[src/rtl/mem_stage_pkg.sv]
// Shared types and constants for the MEM pipeline stage.
// Holds the access FSM states, control-bundle bit positions and byte-enable patterns.
package mem_stage_pkg;

  typedef enum logic {
    IDLE   = 1'b0,
    ACCESS = 1'b1
  } state_t;

  // MEM_control bit positions
  localparam int MEMREAD  = 0;
  localparam int MEMWRITE = 1;
  localparam int BYTE     = 2;

  // WB_control bit positions
  localparam int REGWRITE = 0;

  // Byte enables, big-endian: offset 0 is bits [31:24]
  localparam logic [3:0] BE_WORD = 4'b1111;
  localparam logic [3:0] BE_OFF0 = 4'b1000;
  localparam logic [3:0] BE_OFF1 = 4'b0100;
  localparam logic [3:0] BE_OFF2 = 4'b0010;
  localparam logic [3:0] BE_OFF3 = 4'b0001;

  function automatic logic is_mem_op(input logic [2:0] mem_control);
    return mem_control[MEMREAD] | mem_control[MEMWRITE];
  endfunction

endpackage

[src/rtl/mem_byte_align.sv]
// Big-endian byte-lane steering for data memory.
// Builds store lanes/enables and extracts a sign-extended byte on loads.
module mem_byte_align
  import mem_stage_pkg::*;
(
  input  logic        byte_op,
  input  logic [1:0]  offset,
  input  logic [31:0] store_data,
  input  logic [31:0] rdata,
  output logic [3:0]  be,
  output logic [31:0] wdata,
  output logic [31:0] load_data
);

  logic [7:0] lane;

  always_comb begin
    // NOTE: every output gets a default first so no path leaves it unassigned (no latch).
    be        = BE_WORD;
    wdata     = store_data;
    load_data = rdata;
    lane      = rdata[31:24];
    if (byte_op) begin
      wdata = {4{store_data[7:0]}};
      case (offset)
        2'd0: begin be = BE_OFF0; lane = rdata[31:24]; end
        2'd1: begin be = BE_OFF1; lane = rdata[23:16]; end
        2'd2: begin be = BE_OFF2; lane = rdata[15:8];  end
        default: begin be = BE_OFF3; lane = rdata[7:0]; end
      endcase
      load_data = {{24{lane[7]}}, lane};
    end
  end

endmodule

[src/rtl/mem_stage.sv]
// MIPS MEM stage: EXE/MEM register, data-memory req/ack FSM with timeout,
// byte-lane alignment and MEM/WB register. Stalls upstream during an access.
module mem_stage
  import mem_stage_pkg::*;
#(
  parameter int WB_W    = 10,
  parameter int TIMEOUT = 16
) (
  input  logic            Clk,
  input  logic            Rst_n,
  input  logic [31:0]     OUT_ALU32,
  input  logic [31:0]     Rt_data_EXE,
  input  logic [4:0]      RegWr_EXE,
  input  logic [2:0]      MEM_control_EXE,
  input  logic [WB_W-1:0] WB_control_EXE,
  output logic            MEM_stall,
  output logic [31:0]     Adrs_MEM,
  output logic [4:0]      RegWr_MEM,
  output logic            RegWrite_EXE_MEM,
  output logic            Dmem_req,
  output logic            Dmem_we,
  output logic [31:0]     Dmem_adrs,
  output logic [3:0]      Dmem_be,
  output logic [31:0]     Dmem_wdata,
  input  logic [31:0]     Dmem_rdata,
  input  logic            Dmem_ack,
  output logic [31:0]     WB_data,
  output logic [4:0]      RegWr_WB,
  output logic            RegWrite_MEM_WB,
  output logic [WB_W-1:0] WB_control_WB,
  output logic            Bus_err
);

  localparam logic [7:0] CNT_LAST = 8'(TIMEOUT - 1);

  state_t          state_q;
  logic [7:0]      cnt_q;
  logic [31:0]     rt_q;
  logic [2:0]      memctl_q;
  logic [WB_W-1:0] wbctl_q;

  logic            in_access;
  logic            timeout;
  logic            complete;
  logic            is_load;
  logic [31:0]     load_data;
  logic [31:0]     mem_result;
  logic [WB_W-1:0] mem_wbctl;

  mem_byte_align u_align (
    .byte_op    (memctl_q[BYTE]),
    .offset     (Adrs_MEM[1:0]),
    .store_data (rt_q),
    .rdata      (Dmem_rdata),
    .be         (Dmem_be),
    .wdata      (Dmem_wdata),
    .load_data  (load_data)
  );

  // An ack in the last allowed cycle still wins over the timeout.
  assign in_access = (state_q == ACCESS);
  assign timeout   = in_access & ~Dmem_ack & (cnt_q == CNT_LAST);
  assign complete  = in_access & (Dmem_ack | timeout);
  assign MEM_stall = in_access & ~complete;
  assign is_load   = memctl_q[MEMREAD] & ~memctl_q[MEMWRITE];

  assign Dmem_req         = in_access;
  assign Dmem_we          = memctl_q[MEMWRITE];
  assign Dmem_adrs        = {Adrs_MEM[31:2], 2'b00};
  assign RegWrite_EXE_MEM = wbctl_q[REGWRITE];
  assign RegWrite_MEM_WB  = WB_control_WB[REGWRITE];

  always_comb begin
    mem_result = Adrs_MEM;
    mem_wbctl  = wbctl_q;
    if (timeout) begin
      mem_result          = '0;
      mem_wbctl[REGWRITE] = 1'b0;
    end else if (in_access && is_load) begin
      mem_result = load_data;
    end
  end

  always_ff @(posedge Clk) begin
    // NOTE: all sequential state uses non-blocking assignments so every register samples pre-edge values.
    if (!Rst_n) begin
      state_q       <= IDLE;
      cnt_q         <= '0;
      Adrs_MEM      <= '0;
      rt_q          <= '0;
      RegWr_MEM     <= '0;
      memctl_q      <= '0;
      wbctl_q       <= '0;
      WB_data       <= '0;
      RegWr_WB      <= '0;
      WB_control_WB <= '0;
      Bus_err       <= 1'b0;
    end else if (!MEM_stall) begin
      Adrs_MEM      <= OUT_ALU32;
      rt_q          <= Rt_data_EXE;
      RegWr_MEM     <= RegWr_EXE;
      memctl_q      <= MEM_control_EXE;
      wbctl_q       <= WB_control_EXE;
      state_q       <= is_mem_op(MEM_control_EXE) ? ACCESS : IDLE;
      cnt_q         <= '0;
      WB_data       <= mem_result;
      RegWr_WB      <= RegWr_MEM;
      WB_control_WB <= mem_wbctl;
      Bus_err       <= timeout;
    end else begin
      // Stalled: hold EXE/MEM, push a bubble into MEM/WB.
      cnt_q         <= cnt_q + 8'd1;
      WB_control_WB <= '0;
      Bus_err       <= 1'b0;
    end
  end

endmodule

[config.mk]
export PLATFORM = sky130hd
export DESIGN_NAME = mem_stage
export DESIGN_NICKNAME = d
export VERILOG_FILES = /design/src/rtl/mem_stage_pkg.sv /design/src/rtl/mem_byte_align.sv /design/src/rtl/mem_stage.sv
export SDC_FILE = /design/constraint.sdc
export NUM_CORES = 1
export LEC_CHECK = 0
export BUFFER_PORTS_ARGS = -buffer_cell sky130_fd_sc_hd__buf_2
export CORE_MARGIN = 8
export CORE_UTILIZATION = 54
export CTS_CLUSTER_SIZE = 10
export DETAILED_ROUTE_END_ITERATION = 10
export GPL_TIMING_DRIVEN = 1
export PLACE_DENSITY = 0.87
export SYNTH_ARGS = -nofsm -noshare
export SYNTH_HDL_FRONTEND = slang
export SYNTH_HIERARCHICAL = 1
export SYNTH_SLANG_ARGS = --single-unit
[constraint.sdc]
create_clock -name Clk -period 3.4 [get_ports Clk]
set_input_delay 0.68 -clock Clk [delete_from_list [all_inputs] [get_ports Clk]]
set_output_delay 0.68 -clock Clk [all_outputs]
set_load 0.03 [all_outputs]
==> results.json <==
{
  "relSlewSlack": 0.359,
  "rr_worst_depth": 4,
  "min-delay-start": "wbctl_q[5]$_SDFFE_PN0N_",
  "r2r_slack_ns": 0.82,
  "synth_simple_gate_area_frac": 0.187,
  "gr-usage-all-layers": 0.247,
  "synth_top_family_by_area": "simple AND/OR/NAND/NOR gates",
  "tns_ns": 0,
  "syn_inst": 903,
  "hold_viol_final": 0,
  "r2r_end": "WB_data[22]$_SDFFE_PN0N_",
  "synth_area_per_cell_um2": 8.17,
  "tritoncts": "yes",
  "rsz0062_at_grt": "false",
  "htreeDepth": 4,
  "clock_path_buffers": 2,
  "fin_area_mm2": 0.00913,
  "grt_pass1_wl_um": 35500,
  "final_common_cell": "buf_2",
  "fin_skew_ns": 0.0132,
  "leakage_nw": 4.50,
  "critPathKind": "register to output port",
  "critical-path-top-delay-family": "simple AND/OR/NAND/NOR gates",
  "worstPathArrival_ns": 2.19,
  "hold-path-endpoint": "wbctl_q[5]$_SDFFE_PN0N_",
  "yosys.area.top_type": "dfxtp_1",
  "synth.area.mux_share": 0.131,
  "start_util": 0.555,
  "worstHoldPathType": "register to register",
  "grt-ovfl-total": 0,
  "routed_via_density": 5.41,
  "chipWidth_um": 133,
  "dp.cells": 1245,
  "synth_cell_types": 38,
  "yosys_warnings": 6,
  "final_cell_mix": "buf_2, nand2_1, dfxtp_1",
  "grt_max_degree": 94,
  "syn_to_final_growth_pct": 23.7,
  "outcome": "finished with violations",
  "wire_per_inst_um": 17.6,
  "cts-resized-gates": 0,
  "rows": 42,
  "fin_crit_sh": 0.844,
  "drc": 2,
  "routed_wl_um": 22500,
  "timing.critical_path.buf_inv": 3,
  "die-area_mm2": 0.0177,
  "vdd_drop_max_mv": 0.361,
  "path_clk_slew_ns": 0.06,
  "crit_path_start_kind": "register",
  "synth_xor_area_frac": 0.00237,
  "final_cells": 1279,
  "drive_above_1_share": 0.293,
  "synth_fa_ha_area_frac": 0.00170,
  "timing.fmax_mhz": 348,
  "die_h_um": 133,
  "io_buffers": 272,
  "synth-compound-area-share": 0.177,
  "place_area_mm2": 0.00845,
  "nets": 1206,
  "hold_buffers": 0,
  "first_iter_violations": 568,
  "cellPowerDensity_mw_per_mm2": 531,
  "cts_sinks": 139,
  "finalMaxSlewViolations": 0,
  "required_ns": 2.72,
  "whs_path_depth": 2,
  "yosys-top-cells-area": "dfxtp_1, mux2i_1, nand2_1",
  "r2r-start": "memctl_q[2]$_SDFFE_PN0N_",
  "via_count": 6924,
  "cp_max_fo": 34,
  "drv_cap": 0,
  "setup_viol": 0,
  "design.core.area_mm2": 0.0133,
  "tightest_slew_ns": 0.962,
  "yosys.area.top_type_share": 0.377,
  "failed_checks": "design-rule violations",
  "netlist_area_mm2": 0.00738,
  "grt_pass1_vias": 6905,
  "clock_latency_ns": 0.41,
  "max_stage_delay_ns": 0.52,
  "power_w": 0.00485,
  "first_pass_iters": 8,
  "dp_hpwl_um": 15800,
  "cts_buffers": 17,
  "path_cells": "or4_1, buf_4, o21ai_4, inv_4, buf_2",
  "endpoint_kind": "output port",
  "ant_nets": 0,
  "crit_slowest_cell": "or4_1",
  "cts_setup_buffers": 0,
  "min_period_ns": 2.87,
  "ctsRootBufferMaster": "clkbuf_16",
  "synth-seq-cells": 139,
  "antenna_found_initial": 3,
  "yosysSeqAreaShare": 0.377,
  "ios": 275,
  "place_congestion": 0.853
}
cell families (layout without fill, tap and decap cells):
kind of cell | count (synthesis) | count (layout)
buffers and inverters | 188 | 385
and+or+nand+nor | 310 | 310
muxes | 96 | 96
adders and majority gates | 1 | 1
AOI/OAI and AO/OA | 166 | 166
other | 1 | 4
xor gates and xnor gates | 2 | 2
DFF | 139 | 139
cell type report:
type                    instances  area (um^2)
fillers                      1095         4170
multi-input cells             577         3690
flip-flops and latches        139         2780
repair buffers                286         1500
clock buffers                  21          460
inverters                      67          254
well taps                     176          220
clock inverters                11          214
diodes                          2         5.00
metal layers:
metal  vias up  track usage  wire length [um]
met3        42        0.106              2260
met5         -            0                13
met4         2        0.114               714
met2       324        0.406             10600
li1       3382            -                 -
met1      3174        0.269              8880
worst min-delay path: stages, from the launching register on:
cell and delay (ns):
dfxtp_1 0.30, nand2_1 0.05, mux2i_1 0.05
per-stage QoR:
stage,setup slack [ns],hold slack (ns),util
floorplan,0.976,0.430,-
global placement,1.00,0.441,0.635
detailed placement,0.964,0.447,0.635
CTS,0.531,0.457,0.686
global route,0.441,0.472,0.686
finish,0.529,0.453,0.686
sequential cells by signal, summed over array words and instances, names as in the netlist:
register,cells
Adrs_MEM,32
Bus_err,1
Dmem_req,1
RegWr_MEM,5
RegWr_WB,5
WB_control_WB,10
WB_data,32
cnt_q,8
memctl_q,3
rt_q,32
wbctl_q,10
worst max-delay path by stage:
stage                             start                        to  slack, ns  cells after the start
3_5_place_dp   memctl_q[2]$_SDFFE_PN0N_  WB_data[14]$_SDFFE_PN0N_       0.96                      4
4_1_cts             cnt_q[6]$_SDFF_PN0_                 MEM_stall       0.53                      5
6_report            cnt_q[6]$_SDFF_PN0_                 MEM_stall       0.53                      5
2_1_floorplan                  Dmem_ack                 MEM_stall       0.98                      6
3_3_place_gp        cnt_q[6]$_SDFF_PN0_                 MEM_stall       1.00                      5
5_1_grt             cnt_q[5]$_SDFF_PN0_                 MEM_stall       0.44                      5
power breakdown:
part | internal (W) | switching (W) | total (W)
clock network | 0.00142 | 0.000697 | 0.00211
logic | 0.000310 | 0.000601 | 0.000912
registers | 0.00174 | 0.0000861 | 0.00182
synthesized netlist by cell type:
cell	count
and4b_1	1
o211a_1	32
nand3b_1	1
buf_2	13
nor2_1	12
or3_1	4
nor4_1	1
nand2_1	213
nand3_1	3
mux2i_1	95
o221ai_1	25
conb_1	1
and3_1	10
nor3_1	1
ha_1	1
a21bo_1	1
o22ai_1	32
mux2i_2	1
a21oi_1	4
dfxtp_1	139
xor2_1	1
o21ai_4	1
a222oi_1	7
nand2b_1	26
buf_1	2
clkbuf_1	58
nand4_1	1
inv_2	1
xnor2_1	1
and2_1	33
buf_6	4
inv_1	66
or4_1	1
a21o_1	1
o21ai_0	30
o31a_1	33
buf_4	44
nor2b_1	3
Note: power is estimated with default switching activity, not from simulation.
